## config.mk

```make
export PLATFORM = sky130hd
export DESIGN_NAME = l2_cache_control_nway
export DESIGN_NICKNAME = d
export VERILOG_FILES = /design/src/rtl/l2_cache_control_nway.sv
export SDC_FILE = /design/constraint.sdc
export NUM_CORES = 1
export LEC_CHECK = 0
export BUFFER_PORTS_ARGS = -buffer_cell sky130_fd_sc_hd__buf_2
export CAP_MARGIN = 20
export CORE_UTILIZATION = 50
export DETAILED_ROUTE_END_ITERATION = 10
export PLACE_DENSITY = 0.92
export SLEW_MARGIN = 20
export SYNTH_ARGS = -nofsm -noshare
export SYNTH_HDL_FRONTEND = slang
export SYNTH_SLANG_ARGS = --single-unit
```

## constraint.sdc

```tcl
create_clock -name clk -period 3.57 [get_ports clk]
set_input_delay 0.357 -clock clk [delete_from_list [all_inputs] [get_ports clk]]
set_output_delay 0.357 -clock clk [all_outputs]
set_load 0.05 [all_outputs]
```

## src/rtl/l2_cache_control_nway.sv

```systemverilog
// l2_cache_control_nway: N-way set-associative L2 controller with tree-PLRU, write-back and perf counters
module l2_cache_control_nway #(
  parameter int WAYS = 4,
  parameter int S_OFFSET = 5,
  parameter int S_INDEX = 3,
  localparam int TAG_W = 32 - S_INDEX - S_OFFSET,
  localparam int WAY_W = $clog2(WAYS)
) (
  input  logic                  clk,
  input  logic                  rst,
  input  logic [31:0]           mem_address,
  input  logic                  l2_read,
  input  logic                  l2_write,
  output logic                  mem_resp,
  output logic                  pmem_read,
  output logic                  pmem_write,
  input  logic                  pmem_resp,
  input  logic [WAYS*TAG_W-1:0] tag_out,
  input  logic [WAYS-1:0]       valid_out,
  input  logic [WAYS-1:0]       dirty_out,
  input  logic [WAYS-2:0]       plru_out,
  output logic [WAYS-1:0]       tag_ld,
  output logic [WAYS-1:0]       valid_ld,
  output logic [WAYS-1:0]       dirty_ld,
  output logic [WAYS-1:0]       data_we,
  output logic                  valid_in,
  output logic                  dirty_in,
  output logic                  plru_ld,
  output logic [WAYS-2:0]       plru_in,
  output logic                  data_in_select,
  output logic [WAY_W-1:0]      out_way,
  output logic                  pmem_addr_select,
  input  logic                  perf_clear,
  output logic [31:0]           hit_count,
  output logic [31:0]           miss_count,
  output logic [31:0]           wb_count
);
  localparam int PW = WAYS - 1;
  typedef enum logic [1:0] {DECODE, WRITE_BACK, ALLOCATE} state_t;
  state_t state, state_n;
  logic [WAY_W-1:0] victim, victim_sel, hit_way, inv_way, plru_way;
  logic [WAYS-1:0] hit_oh, vic_oh;
  logic [TAG_W-1:0] tag;
  logic hit, any_inv, req, retry, miss;
  logic unused_addr;
  assign tag = mem_address[31 -: TAG_W];
  assign unused_addr = ^mem_address[31-TAG_W:0];
  assign req = l2_read ^ l2_write;
  assign hit_oh = WAYS'(1) << hit_way;
  assign vic_oh = WAYS'(1) << victim;
  assign victim_sel = any_inv ? inv_way : plru_way;
  assign miss = state == DECODE && req && !hit;

  function automatic logic [31:0] bump(input logic [31:0] c, input logic inc);
    return (inc && ~&c) ? c + 32'd1 : c;
  endfunction

  // Tag compare, lowest invalid way and PLRU victim walk for the addressed set
  always_comb begin
    int node;
    logic [PW-1:0] sh;
    hit = 1'b0;
    hit_way = '0;
    any_inv = 1'b0;
    inv_way = '0;
    for (int i = WAYS - 1; i >= 0; i--) begin
      if (valid_out[i] && tag_out[i*TAG_W +: TAG_W] == tag) begin
        hit = 1'b1;
        hit_way = WAY_W'(i);
      end
      if (!valid_out[i]) begin
        any_inv = 1'b1;
        inv_way = WAY_W'(i);
      end
    end
    node = 0;
    for (int l = 0; l < WAY_W; l++) begin
      sh = plru_out >> node;
      node = sh[0] ? 2 * node + 2 : 2 * node + 1;
    end
    plru_way = WAY_W'(node - PW);
  end

  // PLRU update: every node on the hit way's path points away from it
  always_comb begin
    int node;
    logic [WAY_W-1:0] hs;
    plru_in = plru_out;
    node = 0;
    for (int l = 0; l < WAY_W; l++) begin
      hs = hit_way >> (WAY_W - 1 - l);
      plru_in = (plru_in & ~(PW'(1) << node)) | (PW'(!hs[0]) << node);
      node = 2 * node + 1 + int'(hs[0]);
    end
  end

  // Next state and array/pmem controls; everything is held low during reset
  always_comb begin
    state_n = state;
    mem_resp = 1'b0;
    pmem_read = 1'b0;
    pmem_write = 1'b0;
    tag_ld = '0;
    valid_ld = '0;
    dirty_ld = '0;
    data_we = '0;
    valid_in = 1'b0;
    dirty_in = 1'b0;
    plru_ld = 1'b0;
    data_in_select = 1'b0;
    out_way = '0;
    pmem_addr_select = 1'b0;
    if (!rst)
      case (state)
        DECODE: begin
          if (req && hit) begin
            mem_resp = 1'b1;
            out_way = hit_way;
            plru_ld = 1'b1;
            if (l2_write) begin
              data_we = hit_oh;
              tag_ld = hit_oh;
              dirty_ld = hit_oh;
              dirty_in = 1'b1;
            end
          end else if (req)
            state_n = (valid_out[victim_sel] && dirty_out[victim_sel]) ? WRITE_BACK : ALLOCATE;
        end
        WRITE_BACK: begin
          pmem_write = 1'b1;
          pmem_addr_select = 1'b1;
          out_way = victim;
          state_n = pmem_resp ? ALLOCATE : WRITE_BACK;
        end
        ALLOCATE: begin
          pmem_read = 1'b1;
          data_in_select = 1'b1;
          out_way = victim;
          data_we = vic_oh;
          tag_ld = vic_oh;
          valid_ld = vic_oh;
          dirty_ld = vic_oh;
          valid_in = 1'b1;
          state_n = pmem_resp ? DECODE : ALLOCATE;
        end
        default: state_n = DECODE;
      endcase
  end

  // State, latched victim and post-allocate retry flag
  always_ff @(posedge clk) begin
    if (rst) begin
      state <= DECODE;
      victim <= '0;
      retry <= 1'b0;
    end else begin
      state <= state_n;
      victim <= miss ? victim_sel : victim;
      retry <= (state == ALLOCATE && pmem_resp) ? 1'b1 : mem_resp ? 1'b0 : retry;
    end
  end

  // Saturating performance counters; clear wins over increment
  always_ff @(posedge clk) begin
    if (rst || perf_clear) begin
      hit_count <= '0;
      miss_count <= '0;
      wb_count <= '0;
    end else begin
      hit_count <= bump(hit_count, mem_resp && !retry);
      miss_count <= bump(miss_count, miss);
      wb_count <= bump(wb_count, state == WRITE_BACK && pmem_resp);
    end
  end
endmodule

```

-- After elaboration in Yosys (flattened, before gate mapping)
Index checks and enable logic that the tools add are counted.
- bits in registers: 101
- latch bits: 0
- RAM bits: 0
- bits in read-only memories: 0
- input port bits: 145
- output and inout bits: 125
- word-level logic and storage cells: 112
- memories kept: 0
- add/sub/neg operators: 7
- $mul: 0
- div/mod/pow operators: 0
- magnitude comparators: 1
- equality and inequality tests: 8
- shift operators: 5
- muxes and demuxes: 51
- bitwise operators: 5
- reductions and logical operators: 29
- operator list (operator ; count):
    adder 32 x 1 -> 32 bit, second input constant ; 3
    == test 24 bit ; 4
    AND reduction 32 bit ; 3
    2-to-1 mux 2 bit ; 18
    2-to-1 mux 1 bit ; 23
    2-to-1 mux 4 bit ; 5
    logical AND 1 bit ; 14
    case mux 4 bit (2 select lines) ; 1
    << shifter 1 x 2 -> 4 bit, first input constant ; 2
    zero test 1 bit ; 7
    case mux 2 bit (3 select lines) ; 1
    binary-select mux 1 bit (select 2 bit) ; 2
    != test 2 bit, second input constant ; 2
    case mux 2 bit (2 select lines) ; 1
    AND 3 bit ; 1
    less-than comparator 2 x 3 -> 1 bit, second input constant ; 1
    NOT 3 bit ; 1
    OR 3 x 1 -> 3 bit ; 1
    OR 3 bit ; 1
    << shifter 1 x 2 -> 3 bit ; 1
    << shifter 1 x 2 -> 3 bit, first input constant ; 1
    >> shifter 3 x 2 -> 1 bit ; 1
    adder 1 x 1 -> 2 bit, first input constant ; 1
    adder 2 x 1 -> 2 bit, second input constant ; 1
    other kinds (10) ; 10

-- Depth between registers and ports, before layout
- depth in word-level cells: 12
- mapped depth: 11
- gate-level depth less buffers: 8

-- Least setup slack after synthesis
Ideal clock, no wire load.
- path type: flip-flop to output port
- start: register state[0]
- end: output port dirty_ld[0]
- arrival time: 3705 ps
- data required time: 3213 ps
- setup slack: -492 ps
- stages on the path, launching flop included: 7
- cells stage by stage: dfxtp_1 inv_1 ha_1 nor2b_1 nor3b_1 o21bai_1 buf_4
- cells in the longest elaborated chain, start to end: 3
- elaborated cells on any way between the ends: 4
- RTL lines (item ; line ; text):
    from (decl) ; 40 ; state_t state, state_n;
    from (signal assigned) ; 157 ; state <= state_n;
    == test 2 bit or zero test 2 bit (tied branches) ; -- ;
    case mux 4 bit (2 select lines) * ; -- ;
    2-to-1 mux 4 bit * ; -- ;
    to (decl) ; 24 ; output logic [WAYS-1:0] dirty_ld,
Mark *: on every way between the ends. The rest lies on a longest branch, timed or not.

-- Final worst setup path
- start: input port mem_address[10]
- end: output port dirty_ld[3]
- cells in the longest elaborated chain, start to end: 11
- elaborated cells on any way between the ends: 22
- RTL lines (item ; line ; text):
    from (decl) ; 11 ; input logic [31:0] mem_address,
    == test 24 bit ; 67 ; if (valid_out[i] && tag_out[i*TAG_W +: TAG_W] == tag) begin
    logical AND 1 bit ; 67 ;
    2-to-1 mux 2 bit (4 in series) ; 67 ;
    << shifter 1 x 2 -> 4 bit ; 49 ; assign hit_oh = WAYS'(1) << hit_way;
    2-to-1 mux 4 bit ; 120 ; if (l2_write) begin
    2-to-1 mux 4 bit * ; 116 ; if (req && hit) begin
    case mux 4 bit (2 select lines) * ; 114 ; case (state)
    2-to-1 mux 4 bit * ; 113 ; if (!rst)
Marked as above.

==> impl_metrics.env <==
export IMPL_gp_congestion=0.990
export IMPL_core_area_mm2=0.0138
export IMPL_period_share=0.942
export IMPL_drc=0
export IMPL_total_power_mw=2.81
export IMPL_port_buffer_count=261
export IMPL_rr_worst_depth=7
export IMPL_startpoint_type="primary input"
export IMPL_synthAdderAreaFrac=0.0124
export IMPL_use_met2=0.544
export IMPL_crit_arrival_ps=3000
export IMPL_numCtsBuffers=9
export IMPL_busiest_layer="met2"
export IMPL_io_pins=270
export IMPL_slew_violations=0
export IMPL_wl_per_cell_um=18.1
export IMPL_dp_slack_ps=210
export IMPL_synth_cell_types=62
export IMPL_critPathMaxFanout=4
export IMPL_synth_ff_type="dfxtp_1"
export IMPL_p_per_area_mw_per_mm2=319
export IMPL_hold_path_depth=3
export IMPL_cp_end_kind="primary output"
export IMPL_fp_dieArea_mm2=0.0146
export IMPL_stdcell_count=1320
export IMPL_synth_edf_count=0
export IMPL_met1_usage=0.364
export IMPL_grt_pass1_vias=7325
export IMPL_synthToLayoutAreaGrowth_pct=24.3
export IMPL_required_ps=3210
export IMPL_nFillCells=1227
export IMPL_cts_resized=0
export IMPL_antenna_found_initial=3
export IMPL_hpwl_um=18500
export IMPL_drtIter0Drc=744
export IMPL_skew_ps=11.7
export IMPL_synthSimpleGateAreaFrac=0.365
export IMPL_cts_setup_buffers=0
export IMPL_netlist_instances=905
export IMPL_placedCellCount=1302
export IMPL_die_w_um=121
export IMPL_muxShareOfSynthArea=0.0313
export IMPL_yosys_warnings=0
export IMPL_yosysMostFrequentCell="dfxtp_1"
export IMPL_dr_pass1_iters=5
export IMPL_holdWs_ps=294
export IMPL_netlist_area_mm2=0.00707
export IMPL_start_util=0.512
export IMPL_yosys_area_top_type_share=0.286
export IMPL_path_clk_slew_ps=60
export IMPL_grt_pass1_wl_um=36600
export IMPL_drive_gt1_frac=0.272
export IMPL_path_class="in -> out"
export IMPL_multiInputGateArea_mm2=0.00475
export IMPL_setup_worst_path_start="mem_address[10]"
export IMPL_synth_xor_area_frac=0.160
export IMPL_wirelength_um=23900
export IMPL_regArea_mm2=0.00202
export IMPL_final_setup_tns_ps=0
export IMPL_syn_area_per_cell_um2=7.82
export IMPL_synth_compound_area_frac=0.100
export IMPL_ys_ff_latch=101
export IMPL_fin_util=0.636
export IMPL_finalWorstSetupSlack_ps=208
export IMPL_num_rows=43
export IMPL_worst_pin_slew_ps=996
export IMPL_rsz0062_at_grt="no"
export IMPL_synth_area_leader_cell="dfxtp_1"
export IMPL_yosys_top_cells_area="dfxtp_1 29%, xnor2_1 8.2%, xor2_1 7.6%"
export IMPL_clk_path_buf_depth=2
export IMPL_h_tree_depth=3
export IMPL_vias_per_cell=6.10
export IMPL_ir_drop_v=0.000232
export IMPL_r2r_start="miss_count[5]"
export IMPL_ys_top_cells_by_count="101 x dfxtp_1, 90 x nand2_1, 66 x xnor2_1, 61 x xor2_1, 58 x nor2_1"
export IMPL_dpl_instance_area_mm2=0.00843
export IMPL_cts_tree="yes"
export IMPL_grt_overflow_total=0
export IMPL_status="finished clean"
export IMPL_clkLatencyLatePin_ps=340
export IMPL_grt_total_usage=0.318
export IMPL_p_leak_nw=3.66
export IMPL_fin_nets=1285
export IMPL_relSlewSlack=0.335
export IMPL_grt_max_degree=70
export IMPL_fmax_mhz=297
export IMPL_postLayoutCellArea_mm2=0.00879
export IMPL_synthArstFlopShare=0
export IMPL_antenna_left=0
export IMPL_die_h_um=121
export IMPL_rr_endpoint="miss_count[31]"
export IMPL_synth_nets=1057
export IMPL_hp_class="in -> reg"
export IMPL_ys_seq_area_frac=0.286
export IMPL_hold_viol_final=0
export IMPL_cp_endpoint="dirty_ld[3]"
export IMPL_postCtsHoldBufs=0
export IMPL_numClockSinks=101
export IMPL_drv_cap=0
export IMPL_finalSetupViolCount=0
export IMPL_period_minus_slack_ps=3360
export IMPL_vias=8054
export IMPL_cts_root_buf="clkbuf_16"
export IMPL_r2r_slack_ps=770
export IMPL_synth_top_family_by_area="simple AND/OR/NAND/NOR gates"
export IMPL_met3_usage=0.0555
worst max-delay path: stages:
cell	delay, ps
buf_2	150
xor2_1	180
or4_1	510
nor4_1	320
nand4_1	200
or3b_2	510
or2_2	310
o21bai_2	170
buf_2	290
cell families after synthesis:
group                    count (synthesis)
adder cells (fa/ha/maj)                  7
flip-flops                             101
AO/OA/AOI/OAI                          116
XOR/XNOR                               128
buffers and inverters                   67
multiplexers                            22
AND/OR/NAND/NOR                        464
worst min path at each step:
| stage | slack [ps] | from | end |
|---|---|---|---|
| 2_1_floorplan | 470 | retry | retry |
| 3_3_place_gp | 470 | hit_count[16] | hit_count[16] |
| 3_5_place_dp | 480 | hit_count[27] | hit_count[27] |
| 4_1_cts | 280 | pmem_resp | retry |
| 5_1_grt | 300 | pmem_resp | retry |
| 6_report | 290 | pmem_resp | retry |
area by class of cell:
type	instances	area share
well taps	180	0.0256
clock inverters	7	0.0145
multi-input cells	737	0.541
clock buffers	9	0.0256
diodes	2	0.000569
flip-flops and latches	101	0.230
repair buffers	272	0.158
inverters	12	0.00512
registers in the layout, indices dropped and copies added (netlist names):
register / flops
miss_count: 32
hit_count: 32
victim: 2
retry: 1
state: 2
wb_count: 32
placed cells by master, fill, tap and decap left out, types with 3 or more instances in the layout:
cell         n
nor4_1      19
xor2_1      61
or2_2        3
or3_1       43
nand4b_1     3
a31o_2       4
clkbuf_16    9
ha_1         7
and3_1      26
o211ai_1     5
o31ai_1     12
xnor2_1     66
nor2_1      57
bufinv_16    3
o21ai_0     30
and4_1      20
nand3b_1     4
buf_4       11
nand2b_1     3
nand2_1     90
or4_1       24
o41ai_1      3
and2_1      10
nand3_1     55
mux2i_1     21
nor3_1      22
nor2b_1      7
dfxtp_1    101
nand4_1     56
inv_1       12
a21oi_1     43
buf_2      261
report_power, final:
part	switching (mW)	internal, mW
Sequential	0.0118	1.13
Clock	0.455	0.697
Combinational	0.321	0.190
Total	0.788	2.02
per-layer routing:
metal  routed length, um  vias up  share of wire
li1                    -     3756              -
met5                  10        -        0.00042
met2               11600      476           0.49
met3                1950      107          0.081
met4                1400        2          0.058
met1                8930     3713           0.37
(Power assumes the default switching activity.)
